### src/rtl/fpu_norm_round_pkg.sv
// Shared float format constants, status bit positions, FSM states and the raw-sum record
// passed from the adder core into the normalise/round stage.
package fpu_norm_round_pkg;

  localparam int unsigned EXP_W  = 6;
  localparam int unsigned FRAC_W = 25;
  localparam int unsigned BIAS   = 31;
  localparam int unsigned MANT_W = FRAC_W + 5;

  localparam int unsigned STATUS_EXACT     = 3;
  localparam int unsigned STATUS_OVERFLOW  = 2;
  localparam int unsigned STATUS_UNDERFLOW = 1;
  localparam int unsigned STATUS_INEXACT   = 0;

  localparam logic signed [EXP_W+1:0] EXP_MAX  = (EXP_W+2)'((2**EXP_W) - 1);
  localparam logic signed [EXP_W+1:0] EXP_ZERO = '0;
  localparam logic signed [EXP_W+1:0] EXP_ONE  = (EXP_W+2)'(1);

  typedef enum logic [2:0] {
    IDLE,
    NORM,
    ROUND,
    PACK,
    DONE
  } norm_state_t;

  typedef struct packed {
    logic                    sign;
    logic signed [EXP_W+1:0] exp;
    logic [MANT_W-1:0]       mant;
  } raw_sum_t;

endpackage

### src/rtl/fpu_norm_round_if.sv
// Handshake bus between the adder core, the normalise/round stage and its consumer.
interface fpu_norm_round_if;
  import fpu_norm_round_pkg::*;

  logic                    in_valid;
  logic                    in_ready;
  logic                    in_sign;
  logic signed [EXP_W+1:0] in_exp;
  logic [MANT_W-1:0]       in_mant;
  logic                    out_valid;
  logic                    out_ready;
  logic [31:0]             data_out;
  logic [3:0]              status_out;

  modport master (
    output in_valid, in_sign, in_exp, in_mant, out_ready,
    input  in_ready, out_valid, data_out, status_out
  );

  modport slave (
    input  in_valid, in_sign, in_exp, in_mant, out_ready,
    output in_ready, out_valid, data_out, status_out
  );

endinterface

### src/rtl/fpu_norm_round_rne_round.sv
// Round-to-nearest-even of a stored fraction using its guard/round/sticky bits.
module fpu_rne_round
  import fpu_norm_round_pkg::*;
(
  input  logic [FRAC_W-1:0] frac,
  input  logic [2:0]        grs,
  output logic [FRAC_W-1:0] frac_out,
  output logic              carry_out,
  output logic              inexact
);

  logic inc;

  always_comb begin
    inc                   = grs[2] & (grs[1] | grs[0] | frac[0]);
    {carry_out, frac_out} = {1'b0, frac} + {{FRAC_W{1'b0}}, inc};
    inexact               = |grs;
  end

endmodule

### src/rtl/fpu_norm_round.sv
// Post-add normalise / round-to-nearest-even / pack stage with valid-ready on both sides.
module fpu_norm_round
  import fpu_norm_round_pkg::*;
(
  input logic             clock,
  input logic             reset,
  fpu_norm_round_if.slave bus
);

  norm_state_t             state, state_next;
  raw_sum_t                in_rec;
  logic                    sign_q;
  logic signed [EXP_W+1:0] exp_q;
  logic [MANT_W-1:0]       mant_q;
  logic                    zero_q;
  logic                    inexact_q;
  logic                    carry, hidden;
  logic [FRAC_W-1:0]       rnd_frac;
  logic                    rnd_carry, rnd_inexact;
  logic [31:0]             pack_data;
  logic [3:0]              pack_status;

  always_comb begin
    in_rec = '{sign: bus.in_sign, exp: bus.in_exp, mant: bus.in_mant};
    carry  = mant_q[MANT_W-1];
    hidden = mant_q[MANT_W-2];
  end

  fpu_rne_round u_round (
    .frac      (mant_q[FRAC_W+2:3]),
    .grs       (mant_q[2:0]),
    .frac_out  (rnd_frac),
    .carry_out (rnd_carry),
    .inexact   (rnd_inexact)
  );

  always_ff @(posedge clock or negedge reset) begin
    if (!reset) state <= IDLE;
    else        state <= state_next;
  end

  always_comb begin
    state_next = state;
    unique case (state)
      IDLE:    if (bus.in_valid) state_next = (bus.in_mant == '0) ? PACK : NORM;
      NORM:    if (!carry && hidden) state_next = ROUND;
      ROUND:   state_next = PACK;
      PACK:    state_next = DONE;
      DONE:    if (bus.out_ready) state_next = IDLE;
      default: state_next = IDLE;
    endcase
  end

  always_comb begin
    bus.in_ready = (state == IDLE);
  end

  // Signed exponent range checks, first match wins.
  always_comb begin
    pack_data   = '0;
    pack_status = '0;
    if (zero_q) begin
      pack_data                 = {sign_q, 31'b0};
      pack_status[STATUS_EXACT] = 1'b1;
    end else if (exp_q >= EXP_MAX) begin
      pack_data                    = {sign_q, {EXP_W{1'b1}}, {FRAC_W{1'b0}}};
      pack_status[STATUS_OVERFLOW] = 1'b1;
    end else if (exp_q <= EXP_ZERO) begin
      pack_data                     = {sign_q, 31'b0};
      pack_status[STATUS_UNDERFLOW] = 1'b1;
    end else begin
      pack_data = {sign_q, exp_q[EXP_W-1:0], mant_q[FRAC_W+2:3]};
      if (inexact_q) pack_status[STATUS_INEXACT] = 1'b1;
      else           pack_status[STATUS_EXACT]   = 1'b1;
    end
  end

  always_ff @(posedge clock or negedge reset) begin
    if (!reset) begin
      sign_q         <= 1'b0;
      exp_q          <= '0;
      mant_q         <= '0;
      zero_q         <= 1'b0;
      inexact_q      <= 1'b0;
      bus.out_valid  <= 1'b0;
      bus.data_out   <= '0;
      bus.status_out <= '0;
    end else begin
      unique case (state)
        IDLE: if (bus.in_valid) begin
          sign_q    <= in_rec.sign;
          exp_q     <= in_rec.exp;
          mant_q    <= in_rec.mant;
          zero_q    <= (in_rec.mant == '0);
          inexact_q <= 1'b0;
        end
        NORM: begin
          // Right shift folds the dropped round bit into sticky.
          if (carry) begin
            mant_q <= {1'b0, mant_q[MANT_W-1:2], mant_q[1] | mant_q[0]};
            exp_q  <= exp_q + EXP_ONE;
          end else if (!hidden) begin
            mant_q <= {mant_q[MANT_W-2:0], 1'b0};
            exp_q  <= exp_q - EXP_ONE;
          end
        end
        ROUND: begin
          inexact_q <= rnd_inexact;
          if (rnd_carry) begin
            mant_q <= {2'b01, {FRAC_W{1'b0}}, 3'b000};
            exp_q  <= exp_q + EXP_ONE;
          end else begin
            mant_q <= {2'b01, rnd_frac, 3'b000};
          end
        end
        PACK: begin
          bus.out_valid  <= 1'b1;
          bus.data_out   <= pack_data;
          bus.status_out <= pack_status;
        end
        DONE: if (bus.out_ready) bus.out_valid <= 1'b0;
        default: ;
      endcase
    end
  end

endmodule

### src/flat_wrapper.sv
// flat-port wrapper written by rule: the top's interface ports become plain ports
module fpu_norm_round_flat import fpu_norm_round_pkg::*;
  (clock, reset, bus_in_valid, bus_in_sign, bus_in_exp, bus_in_mant, bus_out_ready, bus_in_ready, bus_out_valid, bus_data_out, bus_status_out);
  fpu_norm_round_if bus_i ();
  input logic clock;
  input logic reset;
  input wire logic [$bits(bus_i.in_valid)-1:0] bus_in_valid;
  input wire logic [$bits(bus_i.in_sign)-1:0] bus_in_sign;
  input wire logic [$bits(bus_i.in_exp)-1:0] bus_in_exp;
  input wire logic [$bits(bus_i.in_mant)-1:0] bus_in_mant;
  input wire logic [$bits(bus_i.out_ready)-1:0] bus_out_ready;
  output wire logic [$bits(bus_i.in_ready)-1:0] bus_in_ready;
  output wire logic [$bits(bus_i.out_valid)-1:0] bus_out_valid;
  output wire logic [$bits(bus_i.data_out)-1:0] bus_data_out;
  output wire logic [$bits(bus_i.status_out)-1:0] bus_status_out;
  assign bus_i.in_valid = bus_in_valid;
  assign bus_i.in_sign = bus_in_sign;
  assign bus_i.in_exp = bus_in_exp;
  assign bus_i.in_mant = bus_in_mant;
  assign bus_i.out_ready = bus_out_ready;
  assign bus_in_ready = bus_i.in_ready;
  assign bus_out_valid = bus_i.out_valid;
  assign bus_data_out = bus_i.data_out;
  assign bus_status_out = bus_i.status_out;
  fpu_norm_round u_core (.clock(clock), .reset(reset), .bus(bus_i));
endmodule
### config.mk
export PLATFORM = sky130hd
export DESIGN_NAME = fpu_norm_round_flat
export DESIGN_NICKNAME = d
export VERILOG_FILES = /design/src/rtl/fpu_norm_round_pkg.sv /design/src/rtl/fpu_norm_round_if.sv /design/src/rtl/fpu_norm_round_rne_round.sv /design/src/rtl/fpu_norm_round.sv /design/src/flat_wrapper.sv
export SDC_FILE = /design/constraint.sdc
export NUM_CORES = 1
export LEC_CHECK = 0
export BUFFER_PORTS_ARGS = -buffer_cell sky130_fd_sc_hd__clkbuf_2
export CAP_MARGIN = 5
export CELL_PAD_IN_SITES_DETAIL_PLACEMENT = 1
export CELL_PAD_IN_SITES_GLOBAL_PLACEMENT = 2
export CORE_UTILIZATION = 36
export CTS_BUF_LIST = sky130_fd_sc_hd__clkbuf_4 sky130_fd_sc_hd__clkbuf_8
export DETAILED_ROUTE_END_ITERATION = 7
export GPL_TIMING_DRIVEN = 0
export PLACE_DENSITY_LB_ADDON = 0.25
export SLEW_MARGIN = 15
export SYNTH_ARGS = -nofsm -noshare
export SYNTH_HDL_FRONTEND = slang
export SYNTH_SLANG_ARGS = --single-unit
### constraint.sdc
create_clock -name clock -period 2.28 [get_ports clock]
set_input_delay 0.228 -clock clock [delete_from_list [all_inputs] [get_ports clock]]
set_output_delay 0.228 -clock clock [all_outputs]
set_load 0.05 [all_outputs]
# Word-level counts from Yosys, hierarchy flattened

Cells that the tools add are included.
W data, S select, Z words.

Register bits: 81
Word-level logic and storage cells: 74

Add/subtract/negate cells: 3
$lt $le $gt $ge: 2
Eq/ne operators: 9
Muxes and demuxes: 32
Bitwise logic cells: 3
Reductions and logical operators: 15

Operators with widths:

| cell                  | number |
|---|---|
| $mux W31              | 3 |
| $pmux W30 S3          | 1 |
| $mux W30              | 2 |
| $mux W8               | 4 |
| $logic_not A30 Y1     | 1 |
| $mux W29              | 1 |
| $mux W28              | 1 |
| $add A25 B1 Y26       | 1 |
| $pmux W8 S3           | 1 |
| $pmux W3 S5           | 1 |
| $mux W3               | 4 |
| $mux W1               | 10 |
| $add A8 B2 Y8 const B | 1 |
| $ge A8 B7 Y1 const B  | 1 |
| $le A8 B1 Y1 const B  | 1 |
| $reduce_and A2 Y1     | 4 |
| $sub A8 B2 Y8 const B | 1 |
| $eq A3 B2 Y1 const B  | 2 |
| $reduce_and A3 Y1     | 2 |
| $mux W2               | 2 |
| $ne A2 B1 Y1 const B  | 2 |
| $ne A2 B2 Y1 const B  | 2 |
| $pmux W1 S2           | 2 |
| $reduce_and A4 Y1     | 1 |
| 11 further kinds      | 13 |

# Longest topological paths before layout

Depth after elaboration: 6
Gate-level depth with buffers: 9
Depth with buffers taken out: 7

# By module

A second synthesis with hierarchy kept.

Cell total of the unflattened synthesis: 479
Area, all modules: 4,822.1 um^2

Modules (own cells, without submodules):

| module         | instances | cells an instance | area each (um^2) | sequential area each (um^2) |
|---|---|---|---|---|
| fpu_norm_round | 1         | 404               | 4,280.4          | 2,026.9 |
| fpu_rne_round  | 1         | 75                | 541.8            | 0.0 |

# Worst setup path after synthesis

Ideal clock, no wire load.

Kind: register to register
Start: register u_core.state[0]
End: register u_core.sign_q
Data arrival time: 2.355 ns
Required time: 2.152 ns
Path slack: -0.202 ns
Cell stages (with the launch flop): 7
Clock period less this slack: 2.482 ns
Path through: dfrtp_1 -> buf_2 -> or2_1 -> clkbuf_1 -> nor2_1 -> nand2_1 -> mux2_1

Cells in the longest elaborated chain, start to end: 2

RTL lines:

| item                        | RTL line             | source |
|---|---|---|
| start: declaration          | fpu_norm_round.sv:10 | `norm_state_t state, state_next;` |
| start signal: assignment    | fpu_norm_round.sv:39 | `else state <= state_next;` |
| $logic_not A3 Y1            | --                   |  |
| named net bus_in_ready      | flat_wrapper.sv:12   | `output wire logic [$bits(bus_i.in_ready)-1:0] bus_in_ready;` |
| $reduce_and A2 Y1 (no line) | --                   |  |
| end signal: assignment      | fpu_norm_round.sv:91 | `sign_q <= in_rec.sign;` |
| end: declaration            | fpu_norm_round.sv:12 | `logic sign_q;` |

The timed path passes the listed nets, and every way through them passes these cells.
A chain may end at the register's enable or synchronous reset.

# Worst setup path after layout

Start: register u_core.mant_q[2]
End: register u_core.mant_q[19]

Cells in the longest elaborated chain, start to end: 4

RTL lines:

| item                     | RTL line                       | source |
|---|---|---|
| start: declaration       | fpu_norm_round.sv:14           | `logic [MANT_W-1:0] mant_q;` |
| start signal: assignment | fpu_norm_round.sv:93           | `mant_q <= in_rec.mant;` |
| start signal: assignment | fpu_norm_round.sv:100          | `mant_q <= {1'b0, mant_q[MANT_W-1:2], mant_q[1] \| mant_q[0]};` |
| start signal: assignment | fpu_norm_round.sv:103          | `mant_q <= {mant_q[MANT_W-2:0], 1'b0};` |
| $and A1 B1 Y1            | fpu_norm_round_rne_round.sv:15 | `inc = grs[2] & (grs[1] \| grs[0] \| frac[0]);` |
| $add A25 B1 Y26          | fpu_norm_round_rne_round.sv:16 | `{carry_out, frac_out} = {1'b0, frac} + {{FRAC_W{1'b0}}, inc};` |
| $mux W28                 | fpu_norm_round.sv:109          | `if (rnd_carry) begin` |
| $pmux W30 S3             | fpu_norm_round.sv:89           | `unique case (state)` |

No other way between the ends.

==> metrics.csv <==
stage,metric,value,unit
worst_setup_path,cp-startpoint,u_core.mant_q[2],
global_routing,grt_pass1_wl,30900,um
clock_network,clk_pin_slew,90,ps
layout,antenna_cells,0,
place,gp_congestion,0.894,
floorplan,die_y,121,um
pwr,p_clk_share,10.3,%
place,dp_cells,823,
synthesis,synthFlopType,dfrtp_1,
timing,fin_crit,2260,ps
layout,layout_common_cells,"88 x clkbuf_2, 80 x dfrtp_1, 41 x nor2_1, 37 x nand2_1, 31 x o21ai_0",
worst_setup_path,crit_family,simple AND/OR/NAND/NOR gates,
layout,final_common_cell,clkbuf_2,
synthesis,synth_async_sr_flop_share,100,%
global_routing,antenna_found_initial,0,
synthesis,seq_area_frac_synth,39.6,%
timing,slew_headroom,33.7,%
clock_network,cts.sinks,81,
global_routing,grt_overflow,0,
timing,finalSetupViolCount,0,
place,io_buffers,80,
timing,fmax,443,MHz
synthesis,avgSynthCellArea,9.10,um^2
route,drtIter0Drc,444,
worst_setup_path,worst-path-stages,8,
floorplan,dieArea,0.0147,mm^2
floorplan,core_area,0.0139,mm^2
timing,hold_violations,0,
floorplan,start_util,36.9,%
global_routing,grtUsageTotal,28.3,%
route,viasPerCell,6.24,
worst_setup_path,cp_max_fo,9,
clock_network,clkLatencyLatePin,390,ps
pwr,pwr-share-comb,65.5,%
synthesis,ys_top_cells_by_area,"dfrtp_1 40%, a22o_1 4.8%, nor2_1 3.2%, mux2i_1 3.1%, o21ai_0 3.0%",
worst_setup_path,reg2reg_from,u_core.mant_q[2],
pwr,power.internal,4.99,mW
floorplan,ios,81,
synthesis,synth_top_area_share,39.6,%
min_path,holdPathStages,2,
synthesis,synthCells,563,
timing,skew,11.6,ps
clock_network,cts_tree,built,
worst_setup_path,crit_type,flip-flop to flip-flop,
synthesis,syn_nets,610,
pwr,seq_power_share,24.2,%
min_path,min_from,bus_in_sign,
worst_setup_path,crit_buf_inv,1,
worst_setup_path,arrival,2530,ps
global_routing,grt_pass1_vias,5295,
layout,fillers,1649,
worst_setup_path,cp-end-kind,flip-flop,
timing,tightest_slew,985,ps
place,dpl.hpwl,14100,um
synthesis,ys_warn_count,0,
timing,slew_violations,0,
clock_network,cts_buffer_depth,2,
layout,area_delta_synth_final,19.1,%
worst_setup_path,cp_cell_sequence,buf_2 -> and2_1 -> ha_1 -> nand3_1 -> nor3_1 -> nand4_1 -> a21o_1 -> a32o_1,
route,dr_total_vias,5271,
layout,layout.cells.non_filler,845,
worst_setup_path,crit_slowest_cell,dfrtp_1,
route,drc,0,
flow_run,drv_cap,0,
timing,rsz0062_at_grt,yes,
run_status,status,finished clean,
route,ant_nets,0,
worst_setup_path,r2r_cells,8,
clock_network,cts_buffers,9,
layout,drive_above_1_share,27.7,%
synthesis,ys_types,75,
clock_network,cts_max_level,3,
clock_network,cts-root-buf,clkbuf_8,
pwr,switchingPower,5.87,mW
synthesis,synth-seq-cells,81,
pwr,sw_frac_of_total,54.0,%
route,wire_per_inst,23.8,um
floorplan,rows,43,
timing,fin_crit_sh,99.0,%
synthesis,synth_edf_count,0,
synthesis,yosys.area.top_type,dfrtp_1,
worst_setup_path,cp-start-kind,flip-flop,
pwr,power_density,1780,mW/mm^2
floorplan,die_w,121,um
layout,nets,708,
synthesis,synth_area,0.00512,mm^2
pwr,p_leak,2.64,nW
route,routed_wl,20100,um
timing,hold_ws,63.9,ps
pwr,vdd_ir_drop_max,0.562,mV
global_routing,grt_start_max_net_pins,82,
worst_setup_path,crit_required,2550,ps
worst_setup_path,cp_slowest_stage_delay,340,ps
timing,fin_setup_tns,0,ps
min_path,hp-class,input port to flip-flop,
route,firstDrtPassIters,6,
==> logic make-up after synthesis <==
kind of cell,count (synthesis),share of synthesized area (%)
AND/OR/NAND/NOR,191,20.2
AO/OA/AOI/OAI,184,25.6
flip-flops,81,39.6
buffers and inverters,65,5.99
multiplexers,31,6.43
XOR/XNOR,7,1.20
adder cells (fa/ha/maj),4,0.977
==> final timing paths <==
kind	slack [ps]	endpoint
min reg2reg	490	u_core.bus.data_out[28]
max	20	u_core.mant_q[19]
max reg2reg	20	u_core.mant_q[19]
min in group asynchronous	460	u_core.bus.status_out[2]
min	60	u_core.sign_q
max in group asynchronous	1310	u_core.exp_q[0]
==> metrics by stage <==
step	worst slack [ps]	util [%]	area [um^2]	power, mW
3_5_place_dp	-152	41.5	5760	9.51
4_1_cts	9.62	43.2	5990	10.7
5_1_grt	-95.9	43.9	6100	11.5
6_report	22.3	43.9	6100	10.9
3_3_place_gp	-138	41.4	5750	9.37
2_1_floorplan	107	-	5120	7.42
==> cells in the mapped netlist (5+ instances only) <==
library cell and n:
inv_1 8, a31oi_1 5, a21oi_1 24, buf_4 6, mux2_2 12, nor3_1 14, o22ai_1 5, o21ai_0 31
nor2_1 43, o221ai_1 5, mux2i_1 16, nor4_1 16, o21ai_1 18, a22o_1 28, and3_1 12, clkbuf_1 21
o31ai_1 8, dfrtp_1 81, nand4_1 9, buf_2 24, nand2b_1 10, nand3_1 19, nand2_1 38, a221oi_1 7
o211ai_1 5
==> power by group through the flow <==
stage	Clock, mW	Sequential (mW)	Combinational, mW
after floorplan	0	3.36	4.06
after global placement	0	2.62	6.75
after detailed placement	0	2.65	6.87
after CTS	1.14	2.62	6.94
after global routing	1.18	2.72	7.61
final	1.12	2.62	7.11
==> final cells by class <==
| class | count | area [um^2] | area share [%] |
|---|---|---|---|
| Buffer | 55 | 295 | 4.84 |
| Clock buffer | 10 | 138 | 2.26 |
| Clock inverter | 5 | 56.3 | 0.923 |
| Inverter | 9 | 33.8 | 0.554 |
| Multi-Input combinational cell | 417 | 2850 | 46.7 |
| Sequential cell | 81 | 2030 | 33.3 |
| Tap cell | 180 | 225 | 3.69 |
| Timing Repair Buffer | 88 | 472 | 7.74 |
==> registers in the layout, summed over array words and instances, names as in the netlist <==
register / flops
u_core.sign_q: 1
u_core.state: 3
u_core.inexact_q: 1
u_core.exp_q: 8
u_core.bus.status_out: 4
u_core.zero_q: 1
u_core.bus.data_out: 32
u_core.mant_q: 30
u_core.bus.out_valid: 1
==> metal layers <==
| layer | GRT usage [%] | wire [um] |
|---|---|---|
| met1 | 40.3 | 9330 |
| met2 | 42.6 | 8980 |
| met3 | 4.14 | 1260 |
| met4 | 11.8 | 514 |
| met5 | 0 | 0 |
==> repair_timing <==
item                                    in CTS  in global routing
resized for setup                            9                 25
buffers inserted                             1                  6
endpoints found under the hold margin       81                  0
endpoints found under the setup margin      46                 57
pin swaps                                    1                  5
hold buffers                                 1                  0
(Power assumes the default switching activity.)
